### src/rtl/ps2_host_tx_if.sv
// ps2_host_tx_if: byte handshake, status pulses and PS/2 pad signals of the
// host-to-device PS/2 transmitter. The slave modport is the transmitter side.
// The master modport is the side that requests bytes and models the pads.
interface ps2_host_tx_if;
    logic [7:0] tx_data;
    logic       tx_valid;
    logic       tx_ready;
    logic       tx_busy;
    logic       tx_done;
    logic       tx_err;
    logic       ps2_clk_in;
    logic       ps2_data_in;
    logic       ps2_clk_oe;
    logic       ps2_data_oe;

    modport master (
        output tx_data, tx_valid, ps2_clk_in, ps2_data_in,
        input  tx_ready, tx_busy, tx_done, tx_err, ps2_clk_oe, ps2_data_oe
    );

    modport slave (
        input  tx_data, tx_valid, ps2_clk_in, ps2_data_in,
        output tx_ready, tx_busy, tx_done, tx_err, ps2_clk_oe, ps2_data_oe
    );
endinterface

### src/rtl/ps2_host_tx.sv
// ps2_host_tx: host-to-device PS/2 transmitter. It sends one byte (data LSB
// first, odd parity, stop) to the keyboard through open-drain pads.
// The sequence is: inhibit the clock, request to send, shift the bits on
// device clock falls, then sample the ACK and wait for an idle bus.
// Optional feature: define PS2_TX_TIMEOUT_EN to add a per-frame watchdog. It
// aborts a frame that stalls in SEND, ACK or WAIT_IDLE for TIMEOUT_CYCLES.
module ps2_host_tx #(
    parameter int unsigned INHIBIT_CYCLES = 12000,
    parameter int unsigned SETUP_CYCLES   = 100,
    parameter int unsigned TIMEOUT_CYCLES = 2000000
) (
    input  logic         clk,
    input  logic         reset,
    ps2_host_tx_if.slave bus
);

    // One counter times both the inhibit and the setup phase.
    localparam int unsigned PHASE_MAX = (INHIBIT_CYCLES > SETUP_CYCLES) ? INHIBIT_CYCLES : SETUP_CYCLES;
    localparam int unsigned PHASE_W   = (PHASE_MAX > 1) ? $clog2(PHASE_MAX) : 1;

    typedef enum logic [2:0] {
        S_IDLE,
        S_INHIBIT,
        S_REQ,
        S_SEND,
        S_ACK,
        S_WAIT_IDLE
    } state_e;

    state_e             state_q, state_d;
    logic               clk_meta_q, clk_meta_d;
    logic               clk_sync_q, clk_sync_d;
    logic               clk_prev_q, clk_prev_d;
    logic               data_meta_q, data_meta_d;
    logic               data_sync_q, data_sync_d;
    logic [8:0]         shreg_q, shreg_d;      // {parity, data}, shifted out LSB first
    logic [3:0]         bitcnt_q, bitcnt_d;
    logic [PHASE_W-1:0] phase_cnt_q, phase_cnt_d;
    logic               data_oe_q, data_oe_d;
    logic               nack_q, nack_d;
    logic               done_q, done_d;
    logic               err_q, err_d;

    logic idle;
    logic accept;
    logic fall;
    logic timeout;

    assign idle   = (state_q == S_IDLE);
    assign accept = idle & bus.tx_valid;
    assign fall   = clk_prev_q & ~clk_sync_q;

`ifdef PS2_TX_TIMEOUT_EN
    localparam int unsigned WDOG_W = (TIMEOUT_CYCLES > 1) ? $clog2(TIMEOUT_CYCLES) : 1;

    logic [WDOG_W-1:0] wdog_q, wdog_d;
    logic              in_frame;

    // Count cycles in the device-clocked part of the frame; flag the limit.
    always_comb begin
        in_frame = (state_q == S_SEND) || (state_q == S_ACK) || (state_q == S_WAIT_IDLE);
        timeout  = in_frame && (wdog_q == WDOG_W'(TIMEOUT_CYCLES - 1));
        wdog_d   = (in_frame && (state_d != S_IDLE)) ? wdog_q + WDOG_W'(1) : '0;
    end

    // Watchdog register.
    always_ff @(posedge clk) begin
        if (reset) begin
            wdog_q <= '0;
        end else begin
            wdog_q <= wdog_d;
        end
    end
`else
    // The watchdog limit has no effect when there is no watchdog.
    logic unused_timeout_cfg;
    assign unused_timeout_cfg = (TIMEOUT_CYCLES != 0);
    assign timeout            = 1'b0;
`endif

    // Next-state, datapath and output-pulse logic for the frame sequencer.
    always_comb begin
        // NOTE: every signal assigned here gets a default first. Otherwise a
        // branch that skips an assignment infers a latch.
        state_d     = state_q;
        clk_meta_d  = bus.ps2_clk_in;
        clk_sync_d  = clk_meta_q;
        clk_prev_d  = clk_sync_q;
        data_meta_d = bus.ps2_data_in;
        data_sync_d = data_meta_q;
        shreg_d     = shreg_q;
        bitcnt_d    = bitcnt_q;
        phase_cnt_d = phase_cnt_q;
        data_oe_d   = data_oe_q;
        nack_d      = nack_q;
        done_d      = 1'b0;
        err_d       = 1'b0;

        case (state_q)
            S_IDLE: begin
                if (accept) begin
                    shreg_d     = {~^bus.tx_data, bus.tx_data};
                    bitcnt_d    = '0;
                    phase_cnt_d = '0;
                    nack_d      = 1'b0;
                    state_d     = S_INHIBIT;
                end
            end

            S_INHIBIT: begin
                if (phase_cnt_q == PHASE_W'(INHIBIT_CYCLES - 1)) begin
                    phase_cnt_d = '0;
                    data_oe_d   = 1'b1;          // start bit
                    state_d     = S_REQ;
                end else begin
                    phase_cnt_d = phase_cnt_q + PHASE_W'(1);
                end
            end

            S_REQ: begin
                if (phase_cnt_q == PHASE_W'(SETUP_CYCLES - 1)) begin
                    phase_cnt_d = '0;
                    bitcnt_d    = '0;
                    state_d     = S_SEND;
                end else begin
                    phase_cnt_d = phase_cnt_q + PHASE_W'(1);
                end
            end

            S_SEND: begin
                if (fall) begin
                    if (bitcnt_q == 4'd9) begin
                        data_oe_d = 1'b0;        // release for the stop bit
                        state_d   = S_ACK;
                    end else begin
                        data_oe_d = ~shreg_q[0];
                        shreg_d   = {1'b0, shreg_q[8:1]};
                        bitcnt_d  = bitcnt_q + 4'd1;
                    end
                end
            end

            S_ACK: begin
                if (fall) begin
                    nack_d  = data_sync_q;       // device holds data low to ACK
                    state_d = S_WAIT_IDLE;
                end
            end

            S_WAIT_IDLE: begin
                if (clk_sync_q && data_sync_q) begin
                    done_d  = 1'b1;
                    err_d   = nack_q;
                    state_d = S_IDLE;
                end
            end

            default: begin
                data_oe_d = 1'b0;
                state_d   = S_IDLE;
            end
        endcase

        // A stalled frame is abandoned with both lines released.
        if (timeout) begin
            data_oe_d = 1'b0;
            done_d    = 1'b1;
            err_d     = 1'b1;
            state_d   = S_IDLE;
        end
    end

    // State register. Synchronous reset returns to IDLE with both lines released.
    always_ff @(posedge clk) begin
        if (reset) begin
            state_q     <= S_IDLE;
            // NOTE: the synchronizers reset to 1, the idle bus level. This
            // stops the first cycle after reset from showing a fake falling edge.
            clk_meta_q  <= 1'b1;
            clk_sync_q  <= 1'b1;
            clk_prev_q  <= 1'b1;
            data_meta_q <= 1'b1;
            data_sync_q <= 1'b1;
            shreg_q     <= '0;
            bitcnt_q    <= '0;
            phase_cnt_q <= '0;
            data_oe_q   <= 1'b0;
            nack_q      <= 1'b0;
            done_q      <= 1'b0;
            err_q       <= 1'b0;
        end else begin
            // NOTE: non-blocking assignments only here. Every flop then samples
            // the pre-edge values, whatever the order of the statements.
            state_q     <= state_d;
            clk_meta_q  <= clk_meta_d;
            clk_sync_q  <= clk_sync_d;
            clk_prev_q  <= clk_prev_d;
            data_meta_q <= data_meta_d;
            data_sync_q <= data_sync_d;
            shreg_q     <= shreg_d;
            bitcnt_q    <= bitcnt_d;
            phase_cnt_q <= phase_cnt_d;
            data_oe_q   <= data_oe_d;
            nack_q      <= nack_d;
            done_q      <= done_d;
            err_q       <= err_d;
        end
    end

    assign bus.tx_ready    = idle;
    assign bus.tx_busy     = ~idle;
    assign bus.tx_done     = done_q;
    assign bus.tx_err      = err_q;
    assign bus.ps2_clk_oe  = (state_q == S_INHIBIT) || (state_q == S_REQ);
    assign bus.ps2_data_oe = data_oe_q;

endmodule

### src/flat_wrapper.sv
// flat-port wrapper written by rule: the top's interface ports become plain ports
module ps2_host_tx_flat 
#(
    parameter int unsigned INHIBIT_CYCLES = 12000,
    parameter int unsigned SETUP_CYCLES   = 100,
    parameter int unsigned TIMEOUT_CYCLES = 2000000
)
  (clk, reset, bus_tx_data, bus_tx_valid, bus_ps2_clk_in, bus_ps2_data_in, bus_tx_ready, bus_tx_busy, bus_tx_done, bus_tx_err, bus_ps2_clk_oe, bus_ps2_data_oe);
  ps2_host_tx_if bus_i ();
  input  logic clk;
  input  logic reset;
  input wire logic [$bits(bus_i.tx_data)-1:0] bus_tx_data;
  input wire logic [$bits(bus_i.tx_valid)-1:0] bus_tx_valid;
  input wire logic [$bits(bus_i.ps2_clk_in)-1:0] bus_ps2_clk_in;
  input wire logic [$bits(bus_i.ps2_data_in)-1:0] bus_ps2_data_in;
  output wire logic [$bits(bus_i.tx_ready)-1:0] bus_tx_ready;
  output wire logic [$bits(bus_i.tx_busy)-1:0] bus_tx_busy;
  output wire logic [$bits(bus_i.tx_done)-1:0] bus_tx_done;
  output wire logic [$bits(bus_i.tx_err)-1:0] bus_tx_err;
  output wire logic [$bits(bus_i.ps2_clk_oe)-1:0] bus_ps2_clk_oe;
  output wire logic [$bits(bus_i.ps2_data_oe)-1:0] bus_ps2_data_oe;
  assign bus_i.tx_data = bus_tx_data;
  assign bus_i.tx_valid = bus_tx_valid;
  assign bus_i.ps2_clk_in = bus_ps2_clk_in;
  assign bus_i.ps2_data_in = bus_ps2_data_in;
  assign bus_tx_ready = bus_i.tx_ready;
  assign bus_tx_busy = bus_i.tx_busy;
  assign bus_tx_done = bus_i.tx_done;
  assign bus_tx_err = bus_i.tx_err;
  assign bus_ps2_clk_oe = bus_i.ps2_clk_oe;
  assign bus_ps2_data_oe = bus_i.ps2_data_oe;
  ps2_host_tx #(.INHIBIT_CYCLES(INHIBIT_CYCLES), .SETUP_CYCLES(SETUP_CYCLES), .TIMEOUT_CYCLES(TIMEOUT_CYCLES)) u_core (.clk(clk), .reset(reset), .bus(bus_i));
endmodule
### config.mk
export PLATFORM = sky130hd
export DESIGN_NAME = ps2_host_tx_flat
export DESIGN_NICKNAME = d
export VERILOG_FILES = /design/src/rtl/ps2_host_tx_if.sv /design/src/rtl/ps2_host_tx.sv /design/src/flat_wrapper.sv
export SDC_FILE = /design/constraint.sdc
export NUM_CORES = 1
export LEC_CHECK = 0
export ABC_AREA = 1
export CAP_MARGIN = 20
export CORE_MARGIN = 5
export CORE_UTILIZATION = 35
export DETAILED_ROUTE_END_ITERATION = 12
export REMOVE_ABC_BUFFERS = 1
export SYNTH_ARGS = -nofsm -noshare
export SYNTH_HDL_FRONTEND = slang
export SYNTH_SLANG_ARGS = --single-unit
export TNS_END_PERCENT = 50
### constraint.sdc
create_clock -name clk -period 2.65 [get_ports clk]
set_input_delay 0.53 -clock clk [delete_from_list [all_inputs] [get_ports clk]]
set_output_delay 0.53 -clock clk [all_outputs]
set_load 0.01 [all_outputs]
==> results of run 1 <==
kinds of logic after synthesis:
family                     after synthesis
and+or+nand+nor                        224
buffers and inverters                   47
DFF                                     39
AOI/OAI and AO/OA                       35
xor gates and xnor gates                12
adders and majority gates                3
metal layers:
layer	track usage (%)	share of wire, %	vias up
li1	-	-	1177
met1	16.8	48	974
met2	21.0	47	34
met3	2.86	3.5	7
met4	4.83	1.2	0
met5	0	0	-
critical path, delay by kind of cell (launching register included):
kind / cells / cell delay, ns
buffers and inverters: 2 / 0.60
flip-flops: 1 / 0.46
AND/OR/NAND/NOR: 3 / 0.48
cell usage after synthesis (all sizes together):
cell,count,area share (%)
nand2,114,20
nor2,61,11
dfxtp,39,33
inv,37,6.1
nand3,22,4.9
o21ai,17,3.6
a21oi,14,3.1
nand4,11,2.9
nor3,9,1.9
xnor2,7,2.6
buf,6,2.1
xor2,5,1.9
or2,4,1.1
clkbuf,3,0.48
ha,3,1.6
o211ai,2,0.64
and2,1,0.27
clkinv,1,0.37
nand3b,1,0.32
nor3b,1,0.32
o21bai,1,0.32
o221ai,1,0.37
report_power, final:
group / internal (mW) / leakage [nW] / switching, mW
clock: 0.310 / 0.0618 / 0.229
combinational: 0.339 / 0.793 / 0.612
sequential: 0.702 / 0.319 / 0.0901
total: 1.35 / 1.17 / 0.931
final cells by class:
cell class / instances / area (um2) / share of cell area, %
clock buffers: 6 / 82.6 / 3.05
clock inverters: 2 / 38.8 / 1.43
inverters: 38 / 153 / 5.64
multi-input cells: 274 / 1350 / 50.0
flip-flops and latches: 39 / 781 / 28.9
well taps: 77 / 96.3 / 3.56
repair buffers: 21 / 203 / 7.49
sequential cells by signal, summed over array words and instances (netlist names):
register	flops
u_core.bitcnt_q	4
u_core.bus.ps2_data_oe	1
u_core.bus.tx_done	1
u_core.bus.tx_err	1
u_core.clk_meta_q	1
u_core.clk_prev_d	1
u_core.clk_prev_q	1
u_core.data_meta_q	1
u_core.data_sync_q	1
u_core.nack_q	1
u_core.phase_cnt_q	14
u_core.shreg_q	9
u_core.state_q	3
metrics by stage:
step	instances	area (um2)	worst slack, ns	hold WS [ns]	utilization [%]
final	457	2710	0.280	0.412	42.1
after global placement	449	2580	0.638	0.391	40.2
after global routing	457	2710	0.150	0.430	42.1
after detailed placement	449	2580	0.611	0.396	40.2
after CTS	457	2710	0.266	0.416	42.1
after floorplan	351	2280	1.08	0.389	-
path summary, 6_finish.rpt:
path | end | slack [ns]
min | u_core.data_sync_q | 0.41
max reg2reg | u_core.state_q[2] | 0.99
min reg2reg | u_core.data_sync_q | 0.41
max | bus_ps2_clk_oe | 0.28
==> metrics.md, run 1 <==
| Metric | Value |
|---|---|
| WS Path Type | `flop to output pin` |
| Post-Synth Simple-Gate Area | `between 40% and 50%` |
| Clk slew on worst S/H paths | `0.08 ns` |
| Synth Area in Compound Gates | `8.11%` |
| Most frequent cells in the layout | `nand2_1 (104), nor2_1 (54), dfxtp_1 (39)` |
| Post-CTS setup buffer count | `0` |
| R2r startpoint | `u_core.state_q[2]` |
| WL final | `5.08 mm` |
| Adder-cell share of the synthesized area | `around 1.6%` |
| Drt wl/cell | `11.1 um` |
| Max-cap viol count | `0` |
| Syn Area/Cell | `6.52 um2` |
| Die Y | `slightly above 90 um` |
| Yosys warning count | `0` |
| Period minus WS final | `2.37 ns` |
| Power Density | `between 800 and 900 nW/um2` |
| Fin crit share | `89.4%` |
| FF+latch count, synth | `39` |
| Clk_lat worst skew | `0.30 ns` |
| Worst vdd ir | `462 uV` |
| Syn Inst Count | `360` |
| Final setup viols | `0` |
| Crit path from | `u_core.state_q[1]` |
| Setup TNS | `0 ns` |
| Max frequency | `roughly 420 MHz` |
| Vias | `approximately 2200` |
| Starting Density | `a little over a third` |
| Worst-margin pin slew | `0.609 ns` |
| Area grow syn2layout | `15.3%` |
| Status | `complete, no violations` |
| # DRC | `0` |
| Die area | `around 8400 um2` |
| Reg2reg path depth | `8` |
| WHS Path Cells | `1` |
| DR iter-0 viols | `101` |
| CTS tree | `done` |
| CP startpoint kind | `flop` |
| Most common cell after layout, fill and taps aside | `nand2_1` |
| Netlist Area Pre-Place | `2350 um2` |
| Power, Total | `2.28 mW` |
| Die Wd | `91.9 um` |
| Antenna Nets Post-Route | `0` |
| Final clock skew | `between 0.005 and 0.006 ns` |
| Critical-path top delay cell | `clkdlybuf4s50_1` |
| Port Buf Inserts | `18` |
| Synth Area in XOR/XNOR | `4.48%` |
| Row Count | `29` |
| DRT Pass-1 Iters | `4` |
| Core Footprint | `6420 um2` |
| PostCTS Resize Cnt | `0` |
| RSZ-0062 raised after global routing | `no` |
| Synth unique cells | `35` |
| GRT Total Usage | `12.9%` |
| Nets | `395` |
| Grt ovf | `0` |
| Deepest clock path buffer count | `2` |
| Initial antenna violation count | `0` |
| Req. time, crit path | `2.12 ns` |
| DP HPWL | `3.79 mm` |
| Crit path top cell by count | `nand2_1` |
| Share of cells above drive strength 1 | `10.3%` |
| Drt via density | `4.80` |
| Final Hold Fails | `0` |
| Critical path, cell by cell | `nand2_1, nor2_2, inv_1, nand2_1, clkdlybuf4s50_1` |
| Largest family of logic cells by synthesized area | `simple AND/OR/NAND/NOR gates` |
| Mux share of post-synthesis cell area | `0%` |
| Rel. slew slack | `59.4%` |
| Number of H-tree levels | `2` |
| Clk sinks | `39` |
| Placer Congestion | `0.853` |
| Critical path peak fanout | `7` |
| # fillers | `671` |
| CTS root buf | `clkbuf_8` |
| Seq/Total Area, Yosys | `33.3%` |
| Vias in the first global route | `about 2000` |
| Num CTS Buffers | `5` |
| HP Class | `flop to flop` |
| HP Start | `u_core.data_meta_q` |
| Antenna diode count | `0` |
| Pleak | `1.17 nW` |
| Crit. End Element | `output pin` |
| Hold buffers post-CTS | `0` |
| Largest stage delay, worst path | `0.54 ns` |
| I/O pin cnt | `19` |
| Critical Path AT | `1.84 ns` |
| Largest net degree at the start of global routing | `20` |
| First-pass GRT wire length | `9.04 mm` |
| Slew Limit Fails | `0` |
(Power assumes the default switching activity.)
==> inputs of run 2 (changes only) <==
--- a/config.mk
+++ b/config.mk
@@ -10,6 +10,7 @@
 export CORE_MARGIN = 5
 export CORE_UTILIZATION = 35
 export DETAILED_ROUTE_END_ITERATION = 12
+export RECOVER_POWER = 100
 export REMOVE_ABC_BUFFERS = 1
 export SYNTH_ARGS = -nofsm -noshare
 export SYNTH_HDL_FRONTEND = slang
==> run 2 against run 1 <==
- critical path depth unchanged
- sequential share of layout area up 0.77 points
- sequential cell count unchanged
- critical endpoint unchanged
- power down 5.4%
- clock skew down 0.00071 ns
- cell area down 2.6%
- die area unchanged
- critical path type unchanged
==> metrics.md, run 2 (same netlist as run 1, synthesis figures left out) <==
| Metric | Value |
|---|---|
| Critical path peak fanout | `8 (+1)` |
| Pleak | `1.16 nW (-1.2%)` |
| Crit path top cell by count | `nand2_1` |
| Worst-margin pin slew | `0.571 ns (-0.0378 ns)` |
| Crit path from | `u_core.state_q[0]` |
| Fin crit share | `90.6% (+1.1 points)` |
| WHS Endpoint | `u_core.data_sync_q` |
| Hold buffers post-CTS | `0 (unchanged)` |
| Antenna diode count | `0 (unchanged)` |
| # fillers | `686 (+2.2%)` |
| HP Class | `flop to flop` |
| PostCTS Resize Cnt | `0 (unchanged)` |
| Reg2reg path depth | `10 (+2)` |
| Core Footprint | `6420 um2 (unchanged)` |
| Reg2reg end | `u_core.shreg_q[5]` |
| Finished Core Util | `41.0% (-1.1 points)` |
| Initial antenna violation count | `0 (unchanged)` |
| Max reg flops | `14 (unchanged)` |
| Grt ovf | `0 (unchanged)` |
| Placer Congestion | `0.853 (unchanged)` |
| Largest net degree at the start of global routing | `20 (unchanged)` |
| WS Path Type | `flop to output pin` |
| Setup TNS | `0 ns (unchanged)` |
| Max-cap viol count | `0 (unchanged)` |
| Clk slew on worst S/H paths | `0.08 ns (about the same)` |
| Share of cells above drive strength 1 | `6.32% (-3.9 points)` |
| Worst vdd ir | `448 uV (-3.0%)` |
| Slew Limit Fails | `0 (unchanged)` |
| Largest registers | `u_core.phase_cnt_q x14, u_core.shreg_q x9, u_core.bitcnt_q x4` |
| Non-Filler Instances | `457 (unchanged)` |
| Drt via density | `4.80 (about the same)` |
| Deepest clock path buffer count | `2 (unchanged)` |
| Starting Density | `36.5% (unchanged)` |
| Status | `complete, no violations` |
| Num CTS Buffers | `5 (unchanged)` |
| Vias | `2193 (+0.046%)` |
| Final Hold Fails | `0 (unchanged)` |
| Most frequent cells in the layout | `nand2_1 (111), nor2_1 (57), dfxtp_1 (39)` |
| Power Density | `819 nW/um2 (-2.9%)` |
| Nets | `395 (unchanged)` |
| Design Area, Final | `2640 um2 (-2.6%)` |
| Final setup viols | `0 (unchanged)` |
| Clk sinks | `39 (unchanged)` |
| Clk_lat worst skew | `0.30 ns (about the same)` |
| Area after DPL | `2580 um2 (unchanged)` |
| Critical path, cell by cell | `inv_2, nor2_1, nand2_1, nand2_1, dlygate4sd3_1` |
| Critical Path AT | `1.87 ns (+0.03 ns)` |
| Die area | `8440 um2 (unchanged)` |
| Drt wl/cell | `11.2 um (+0.35%)` |
| Port Buf Inserts | `18 (unchanged)` |
| Req. time, crit path | `2.12 ns (about the same)` |
| RSZ-0062 raised after global routing | `no` |
| First-pass GRT wire length | `9.04 mm (unchanged)` |
| CTS root buf | `clkbuf_8` |
| Post-CTS setup buffer count | `0 (unchanged)` |
| DRT Pass-1 Iters | `4 (unchanged)` |
| Largest stage delay, worst path | `0.61 ns (+0.07 ns)` |
| CTS tree | `done` |
| Critical-path top delay cell | `dlygate4sd3_1` |
| R2r startpoint | `u_core.state_q[1]` |
| Most flop-heavy register | `u_core.phase_cnt_q` |
| Antenna Nets Post-Route | `0 (unchanged)` |
| DP HPWL | `3.79 mm (unchanged)` |
| Vias in the first global route | `2035 (unchanged)` |
| Crit. End Element | `output pin` |
| Placed Cells | `449 (unchanged)` |
| CP startpoint kind | `flop` |
| Most common cell after layout, fill and taps aside | `nand2_1` |
| # DRC | `0 (unchanged)` |
| GRT Total Usage | `12.9% (unchanged)` |
| Final clock skew | `0.00499 ns (-0.000714 ns)` |
| I/O pin cnt | `19 (unchanged)` |
| Number of H-tree levels | `2 (unchanged)` |
| Die Y | `91.9 um (unchanged)` |
| DR iter-0 viols | `106 (+5.0%)` |
| Die Wd | `91.9 um (unchanged)` |
| Setup slack, reg-to-reg | `0.53 ns (-0.46 ns)` |
| Area grow syn2layout | `12.3%` |
| Max frequency | `417 MHz (-1.2%)` |
| HP Start | `u_core.data_meta_q` |
| WHS Path Cells | `1 (unchanged)` |
| Row Count | `29 (unchanged)` |
| WL final | `5.10 mm (+0.35%)` |
| Rel. slew slack | `61.9% (+2.5 points)` |
| Period minus WS final | `2.40 ns (+0.0294 ns)` |
## run 2: cell count changes in the layout (fill, tap and decap cells not counted), moves of 3 or more
cell             previous run  this run
dlygate4sd3_1               0         7
nand2_1                   104       111
nor2_1                     54        57
nand2_4                     5         2
nand2_2                     5         1
clkdlybuf4s50_1            18        11
## run 2: per-layer routing
layer | global-route usage [%] | up-vias | part of all wire [%]
met1 | 16.8 | 985 | 48
met4 | 4.83 | 0 | 1.1
met3 | 2.86 | 5 | 3.5
met5 | 0 | - | 0
li1 | - | 1175 | -
met2 | 21.0 | 28 | 47
## run 2: critical path, delay by kind of cell, from the launching register on
kind	cells	cell delay (ns)
buffers and inverters	2	0.69
and+or+nand+nor	3	0.41
DFF	1	0.48
## run 2: power breakdown
group,internal [mW],total (mW),switching [mW],leakage (nW)
clock network,0.310,0.538,0.228,0.0618
registers,0.702,0.790,0.0883,0.319
logic,0.277,0.829,0.552,0.779
total,1.29,2.16,0.869,1.16
## run 2: per-stage QoR
stage               setup slack [ns]  power [mW]  hold slack [ns]
detailed placement             0.611        1.77            0.396
global route                   0.110        2.35            0.430
floorplan                       1.08        1.49            0.389
global placement               0.638        1.76            0.391
finish                         0.250        2.16            0.412
CTS                            0.266        2.31            0.416
## run 2: final cells by class
type                            count  area (um2)  share of cell area (%)
Tap cell                           77        96.3                    3.66
Clock buffer                        6        82.6                    3.13
Timing Repair Buffer               21         195                    7.41
Inverter                           38         149                    5.65
Clock inverter                      2        38.8                    1.47
Multi-Input combinational cell    274        1290                    49.1
Sequential cell                    39         781                    29.6
## run 2: how the worst max path moves through the flow
stage,slack (ns),to
4_1_cts,0.27,bus_ps2_clk_oe
3_3_place_gp,0.64,bus_ps2_clk_oe
3_5_place_dp,0.61,bus_ps2_clk_oe
6_report,0.25,bus_ps2_clk_oe
2_1_floorplan,1.08,u_core.shreg_q[0]
5_1_grt,0.11,bus_ps2_clk_oe
